$ cat src/rtl/ram_fifo_pkg.sv
// ram_fifo_pkg: shared sizes and FSM state type for the RAM-backed FIFO controller.
package ram_fifo_pkg;
    localparam int DATA_W = 8;
    localparam int ADDR_W = 4;
    localparam int DEPTH  = 2 ** ADDR_W;
    typedef enum logic {S_IDLE, S_RD} state_t;
endpackage

$ cat src/rtl/ram_fifo_ctrl_ptr_cnt.sv
// ptr_cnt: mod-DEPTH counter with enable and synchronous active-low reset.
module ptr_cnt #(
    parameter int W     = 4,
    parameter int DEPTH = 2 ** W
) (
    input  logic         clk,
    input  logic         rst_n,
    input  logic         en,
    output logic [W-1:0] q
);
    always_ff @(posedge clk) begin
        if (!rst_n)
            q <= '0;
        else if (en)
            q <= (q == W'(DEPTH - 1)) ? '0 : q + W'(1);
    end
endmodule

$ cat src/rtl/ram_fifo_ctrl.sv
// ram_fifo_ctrl: 16-deep FIFO on an external single-port RAM with registered read data;
// reads take priority over writes, and out_data is a one-word output register.
module ram_fifo_ctrl #(
    parameter int DATA_W = ram_fifo_pkg::DATA_W,
    parameter int ADDR_W = ram_fifo_pkg::ADDR_W
) (
    input  logic              clk,
    input  logic              rst_n,
    input  logic              in_valid,
    output logic              in_ready,
    input  logic [DATA_W-1:0] in_data,
    output logic              out_valid,
    input  logic              out_ready,
    output logic [DATA_W-1:0] out_data,
    output logic [ADDR_W:0]   level,
    output logic              ram_wr,
    output logic [ADDR_W-1:0] ram_addr,
    output logic [DATA_W-1:0] ram_din,
    input  logic [DATA_W-1:0] ram_dout
);
    import ram_fifo_pkg::*;

    state_t            state, state_nx;
    logic              rd_issue, wr;
    logic [ADDR_W-1:0] wr_ptr, rd_ptr;

    ptr_cnt #(.W(ADDR_W), .DEPTH(2 ** ADDR_W)) u_wr_ptr (.clk(clk), .rst_n(rst_n), .en(wr), .q(wr_ptr));
    ptr_cnt #(.W(ADDR_W), .DEPTH(2 ** ADDR_W)) u_rd_ptr (.clk(clk), .rst_n(rst_n), .en(rd_issue), .q(rd_ptr));

    // level tops out at exactly 2**ADDR_W, so its MSB alone marks full
    always_comb begin
        rd_issue = state == S_IDLE && level != '0 && (!out_valid || out_ready);
        in_ready = rst_n && !level[ADDR_W] && !rd_issue;
        wr       = in_valid && in_ready;
        ram_wr   = wr;
        ram_addr = wr ? wr_ptr : rd_ptr;
        ram_din  = wr ? in_data : '0;
        state_nx = rd_issue ? S_RD : S_IDLE;
    end

    always_ff @(posedge clk) begin
        if (!rst_n)
            state <= S_IDLE;
        else
            state <= state_nx;
    end

    always_ff @(posedge clk) begin
        if (!rst_n)
            level <= '0;
        else if (rd_issue)
            level <= level - (ADDR_W + 1)'(1);
        else if (wr)
            level <= level + (ADDR_W + 1)'(1);
    end

    // a capture in S_RD overrides a simultaneous pop of the previous word
    always_ff @(posedge clk) begin
        if (!rst_n) begin
            out_valid <= 1'b0;
            out_data  <= '0;
        end else if (state == S_RD) begin
            out_valid <= 1'b1;
            out_data  <= ram_dout;
        end else if (out_valid && out_ready) begin
            out_valid <= 1'b0;
        end
    end
endmodule
$ cat config.mk
export PLATFORM = sky130hd
export DESIGN_NAME = ram_fifo_ctrl
export DESIGN_NICKNAME = d
export VERILOG_FILES = /design/src/rtl/ram_fifo_pkg.sv /design/src/rtl/ram_fifo_ctrl_ptr_cnt.sv /design/src/rtl/ram_fifo_ctrl.sv
export SDC_FILE = /design/constraint.sdc
export NUM_CORES = 1
export LEC_CHECK = 0
export ABC_AREA = 1
export CAP_MARGIN = 20
export CELL_PAD_IN_SITES_DETAIL_PLACEMENT = 1
export CELL_PAD_IN_SITES_GLOBAL_PLACEMENT = 1
export CORE_ASPECT_RATIO = 1.2
export CORE_MARGIN = 2
export CORE_UTILIZATION = 32
export CTS_CLUSTER_DIAMETER = 120
export DETAILED_ROUTE_END_ITERATION = 8
export PLACE_DENSITY = 0.87
export REMOVE_ABC_BUFFERS = 1
export SYNTH_ARGS = -nofsm -noshare
export SYNTH_HDL_FRONTEND = slang
export SYNTH_SLANG_ARGS = --single-unit
$ cat constraint.sdc
create_clock -name clk -period 4.22 [get_ports clk]
set_clock_uncertainty 0.15 [all_clocks]
set_input_delay 0.633 -clock clk [delete_from_list [all_inputs] [get_ports clk]]
set_output_delay 0.633 -clock clk [all_outputs]
set_load 0.01 [all_outputs]
Word-level counts from Yosys, hierarchy flattened
Index checks and enable logic that the tools add are counted.

Flip-flop bits (word level): 23.

Add/sub/neg operators: 4. Equality and inequality tests: 2. Multiplexer cells: 9. Bitwise gates (word level): 1. Reductions and logical operators: 13.

Operators with widths (number): two-way mux 4 bit (3); two-way mux 5 bit (2); adder 4 x 1 -> 4 bit, second input constant (2); == test 4 bit, second input constant (2); two-way mux 8 bit (1); logical AND 1 bit (6); adder 5 x 1 -> 5 bit, second input constant (1); nonzero test 5 bit (1); subtractor 5 x 1 -> 5 bit, second input constant (1); nonzero test 2 bit (2); zero test 1 bit (3); two-way mux 1 bit (3); logical OR 1 bit (1); inverter 1 bit (1).

Logic depth before layout (Yosys ltp)
Word-level depth: 8. Gate-level depth with buffers: 12. Depth with buffers taken out: 11.

Modules after synthesis
From an unflattened synthesis, not the netlist that was laid out.

Cell total of the unflattened synthesis: 193. Area, all modules: 1285.0 µm².

Modules (own cells, without submodules): ram_fifo_ctrl (instances 1, cells an instance 137, area each 902.1 µm²); ptr_cnt (instances 2, cells an instance 28, area each 191.4 µm²).

Least setup slack after synthesis
OpenSTA, ideal clock, no wires.

Path kind: in2out. Start point: input port rst_n. End point: output port ram_addr[2]. Data arrival time: 1423 ps. Setup slack: 2014 ps. Cell stages on the path: 8. Path through: buf_2 nand2_1 inv_2 nand3_2 buf_6 inv_2 nand2_1 o21ai_1.

Cells in the longest elaborated chain, start to end: 4.

Ends and longest elaborated chain: start, declared (RTL line ram_fifo_ctrl.sv:8) `input logic rst_n,`; logical AND 1 bit (2 in series) (RTL line ram_fifo_ctrl.sv:33) `in_ready = rst_n && !level[ADDR_W] && !rd_issue;`; logical AND 1 bit (RTL line ram_fifo_ctrl.sv:34) `wr = in_valid && in_ready;`; net ram_wr (RTL line ram_fifo_ctrl.sv:16) `output logic ram_wr,`; two-way mux 4 bit (RTL line ram_fifo_ctrl.sv:36) `ram_addr = wr ? wr_ptr : rd_ptr;`; end, declared (RTL line ram_fifo_ctrl.sv:17) `output logic [ADDR_W-1:0] ram_addr,`.

The timed path passes the listed nets, and every way through them passes these cells.

Final worst setup path
Start point: input port out_ready. End point: output port ram_addr[2].

Cells in the longest elaborated chain, start to end: 6.

Ends and longest elaborated chain: start, declared (RTL line ram_fifo_ctrl.sv:13) `input logic out_ready,`; logical OR 1 bit (RTL line ram_fifo_ctrl.sv:32) `rd_issue = state == S_IDLE && level != '0 && (!out_valid || out_ready);`; logical AND 1 bit (RTL line ram_fifo_ctrl.sv:32); zero test 1 bit (RTL line ram_fifo_ctrl.sv:33); logical AND 1 bit (RTL line ram_fifo_ctrl.sv:33); logical AND 1 bit (RTL line ram_fifo_ctrl.sv:34); two-way mux 4 bit (RTL line ram_fifo_ctrl.sv:36).

No other way between the ends.

==> impl_results.md <==
* Worst Hold End: u_wr_ptr.q[3]
* Antenna-violating nets left at 0
* Initial antenna violation count at 0
* Clk_lat worst skew at ~260 ps
* Width of the die at 61.0 um
* Worst Hold Depth at 2
* Cells after synthesis at between 150 and 200
* FF/Latch Area at approximately 460 um^2
* Slowest stage delay, CP at 550 ps
* Ant. Diodes at 0
* P_sw at 485 uW
* Register area share after synthesis at roughly 37%
* Root buf cell: clkbuf_8
* Total grt overflow at 0
* Drt initial violations at 28
* Synth top area share at a little under two fifths
* Worst Path Max Fanout at 20
* Asr flop ratio synth at 0%
* Pre-CTS setup slack at about 860 ps
* Row Count at 24
* Syn_area_per_cell at 6.97 um^2
* Buffers plus inverters on the worst setup path at 4
* # H-tree levels at 1
* Post-DP HPWL at roughly 2500 um
* CP max-delay cell: clkdlybuf4s50_1
* Critical path origin: out_ready
* Minimum clock period at between 3000 and 4000 ps
* Top FF cell, synth: dfxtp_1
* CTS sink count at 23
* Initial Utilization at about a third
* Wire per inst at ~12 um
* Vias per cell at approximately 4.7
* # hold bufs at CTS at 0
* CP Data Required Time at about 3400 ps
* Setup TNS at 0 ps
* Total I/O pin count at 48
* Buffers added on ports at 47
* Via Count at between 1k and 1.5k
* First-pass detailed-route iteration total at 3
* Die Area at roughly 4400 um^2
* Max-slew violation count at 0
* FF-to-FF path depth at 9
* Peak supply drop at just under 300 uV
* R2r startpoint: state
* Cell mode on critical path: clkdlybuf4s50_1
* Largest net degree at the start of global routing at 21
* Final-report hold violation count at 0
* Internal power at 631 uW
* Sequential Power Share at a little under a third
* Cell variety after synth at 22
* Setup bufs post-CTS at 0
* Leakage Power at between 0.7 and 0.8 nW
* Clock buffer depth at 2
* Outcome: finished clean
* Total CTS buffers at 3
* Worst hold-check path type: reg -> reg
* Worst R2R End: level[4]
* Drt drc at 0
* Slew @ Worst Pin at approximately 390 ps
* Worst setup EP type: primary output
* Hold slack at 346 ps
* Post-synth EDFFs at 0
* Placer Congestion at roughly 0.75
* RSZ-0062 raised after global routing: false
* Overall power at 1.12 mW
* Flop-to-flop setup slack at roughly 2000 ps
* Fmax at roughly 300 MHz
* Max Cap Viol at 0
* Yosys reg bits at 23
* Die height at around 72 um
* Crit path DAT at approximately 2500 ps
* Global-route wire length before repair at 5080 um
* Clock power share at between 10% and 20%
* Pwr/cell area at 624 nW/um^2
* Yosys top cell by area: dfxtp_1
* Reg clk slew, reported paths at 80 ps
* Comb pwr share at 56.1%
* Layout cell share with drive strength beyond 1 at approximately 5.3%
* Period utilisation layout at about four fifths
* Sw frac at between 40% and 50%
* CP delay by family, top: buffers and inverters
* Vias in the first global route at 1,190
* Final setup fails at 0
* Worst hold start: u_wr_ptr.q[3]
* Final Worst Setup Slack at between 900 and 1000 ps
* Layout fillers at around 490
* Multi-input logic area at ~640 um^2
* Slew HR at 74.1%
* P&R area growth vs syn at 43.3%
* Synth area leaders: dfxtp_1 37%, nor2_1 13%, inv_1 7.5%
* Routed WL at 3250 um
* Fin util at 48.4%
* Most frequent cell after synthesis: nor2_1
* Commonest cells in the netlist: 43 x nor2_1, 25 x inv_1, 25 x nand2_1
* Synth Cell Area at roughly 1200 um^2
* Nets at 252
* Synth Warn # at 0
* Cell Chain, Critical Path: clkdlybuf4s50_1, inv_1, a21oi_4, nand2_4, nand3_2, inv_2, nand2_1, o21ai_1, clkdlybuf4s50_1
* Post-CTS resize count at 0
* Crit Path Class: in -> out
* CTS tree: yes
* All-layer global routing usage at 14.7%
* Placeable Area at about 3700 um^2
* Startpoint types: primary input
tightest hold or removal path: stages (launching register included):
cell	delay (ps)
dfxtp_1	330
nand2_1	70
a21oi_1	60
state kept, by name, indices dropped and copies added, names as in the netlist:
signal and count:
level 5, out_data 8, out_valid 1, state 1
u_rd_ptr.q 4, u_wr_ptr.q 4
logic make-up after synthesis:
group / count (synthesis) / synth area share [%]
AOI/OAI and AO/OA: 29 / 12.8
buffers and inverters: 33 / 12.0
adders and majority gates: 6 / 6.62
xor gates and xnor gates: 4 / 2.81
DFF: 23 / 36.9
and+or+nand+nor: 84 / 28.8
power by group through the flow:
stage | sequential (mW) | clock (mW) | combinational (mW)
after global routing | 0.360 | 0.152 | 0.702
after floorplan | 0.362 | 0 | 0.364
after CTS | 0.353 | 0.142 | 0.634
after global placement | 0.353 | 0 | 0.608
final | 0.352 | 0.138 | 0.626
after detailed placement | 0.357 | 0 | 0.624
area by class of cell:
type,count,area share (%)
Multi-Input combinational cell,123,35.6
Timing Repair Buffer,48,26.7
Clock buffer,3,2.31
Tap cell,52,3.64
Sequential cell,23,25.8
Clock inverter,1,0.280
Inverter,27,5.67
layout by cell type (no fill, tap or decap):
| cell | count |
|---|---|
| o21ai_0 | 12 |
| o21ai_2 | 1 |
| a21oi_1 | 10 |
| xnor2_1 | 1 |
| clkbuf_8 | 3 |
| clkdlybuf4s50_1 | 47 |
| nand3b_1 | 1 |
| dfxtp_1 | 23 |
| ha_1 | 5 |
| a21oi_4 | 1 |
| buf_4 | 1 |
| nor2_1 | 43 |
| nand4_1 | 4 |
| o21ai_1 | 5 |
| inv_2 | 2 |
| clkinv_2 | 1 |
| nand2_1 | 25 |
| nand3_1 | 7 |
| nor3_1 | 1 |
| fa_1 | 1 |
| nand3_2 | 2 |
| nand2_4 | 1 |
| inv_1 | 25 |
| xor2_1 | 3 |
per-stage QoR:
| stage | instance area [um^2] | instances |
|---|---|---|
| 3_3_place_gp | 1740 | 273 |
| 4_1_cts | 1790 | 277 |
| 5_1_grt | 1790 | 277 |
| 2_1_floorplan | 1200 | 173 |
| 3_5_place_dp | 1740 | 273 |
| 6_report | 1790 | 277 |
metal layers:
| layer | GRT usage, % | wire [um] | vias up |
|---|---|---|---|
| met1 | 16.7 | 1380 | 613 |
| li1 | - | - | 656 |
| met2 | 27.5 | 1670 | 35 |
| met4 | 4.59 | 32 | 0 |
| met5 | 0 | 0 | - |
| met3 | 2.14 | 163 | 4 |
worst max-delay path by stage:
stage                     cells after the start           to
after global placement                        9  ram_addr[2]
after detailed placement                      9  ram_addr[2]
after CTS                                     9  ram_addr[2]
after floorplan                               7  ram_addr[2]
final                                         9  ram_addr[2]
after global routing                          9  ram_addr[2]
Note: power is estimated with default switching activity, not from simulation.
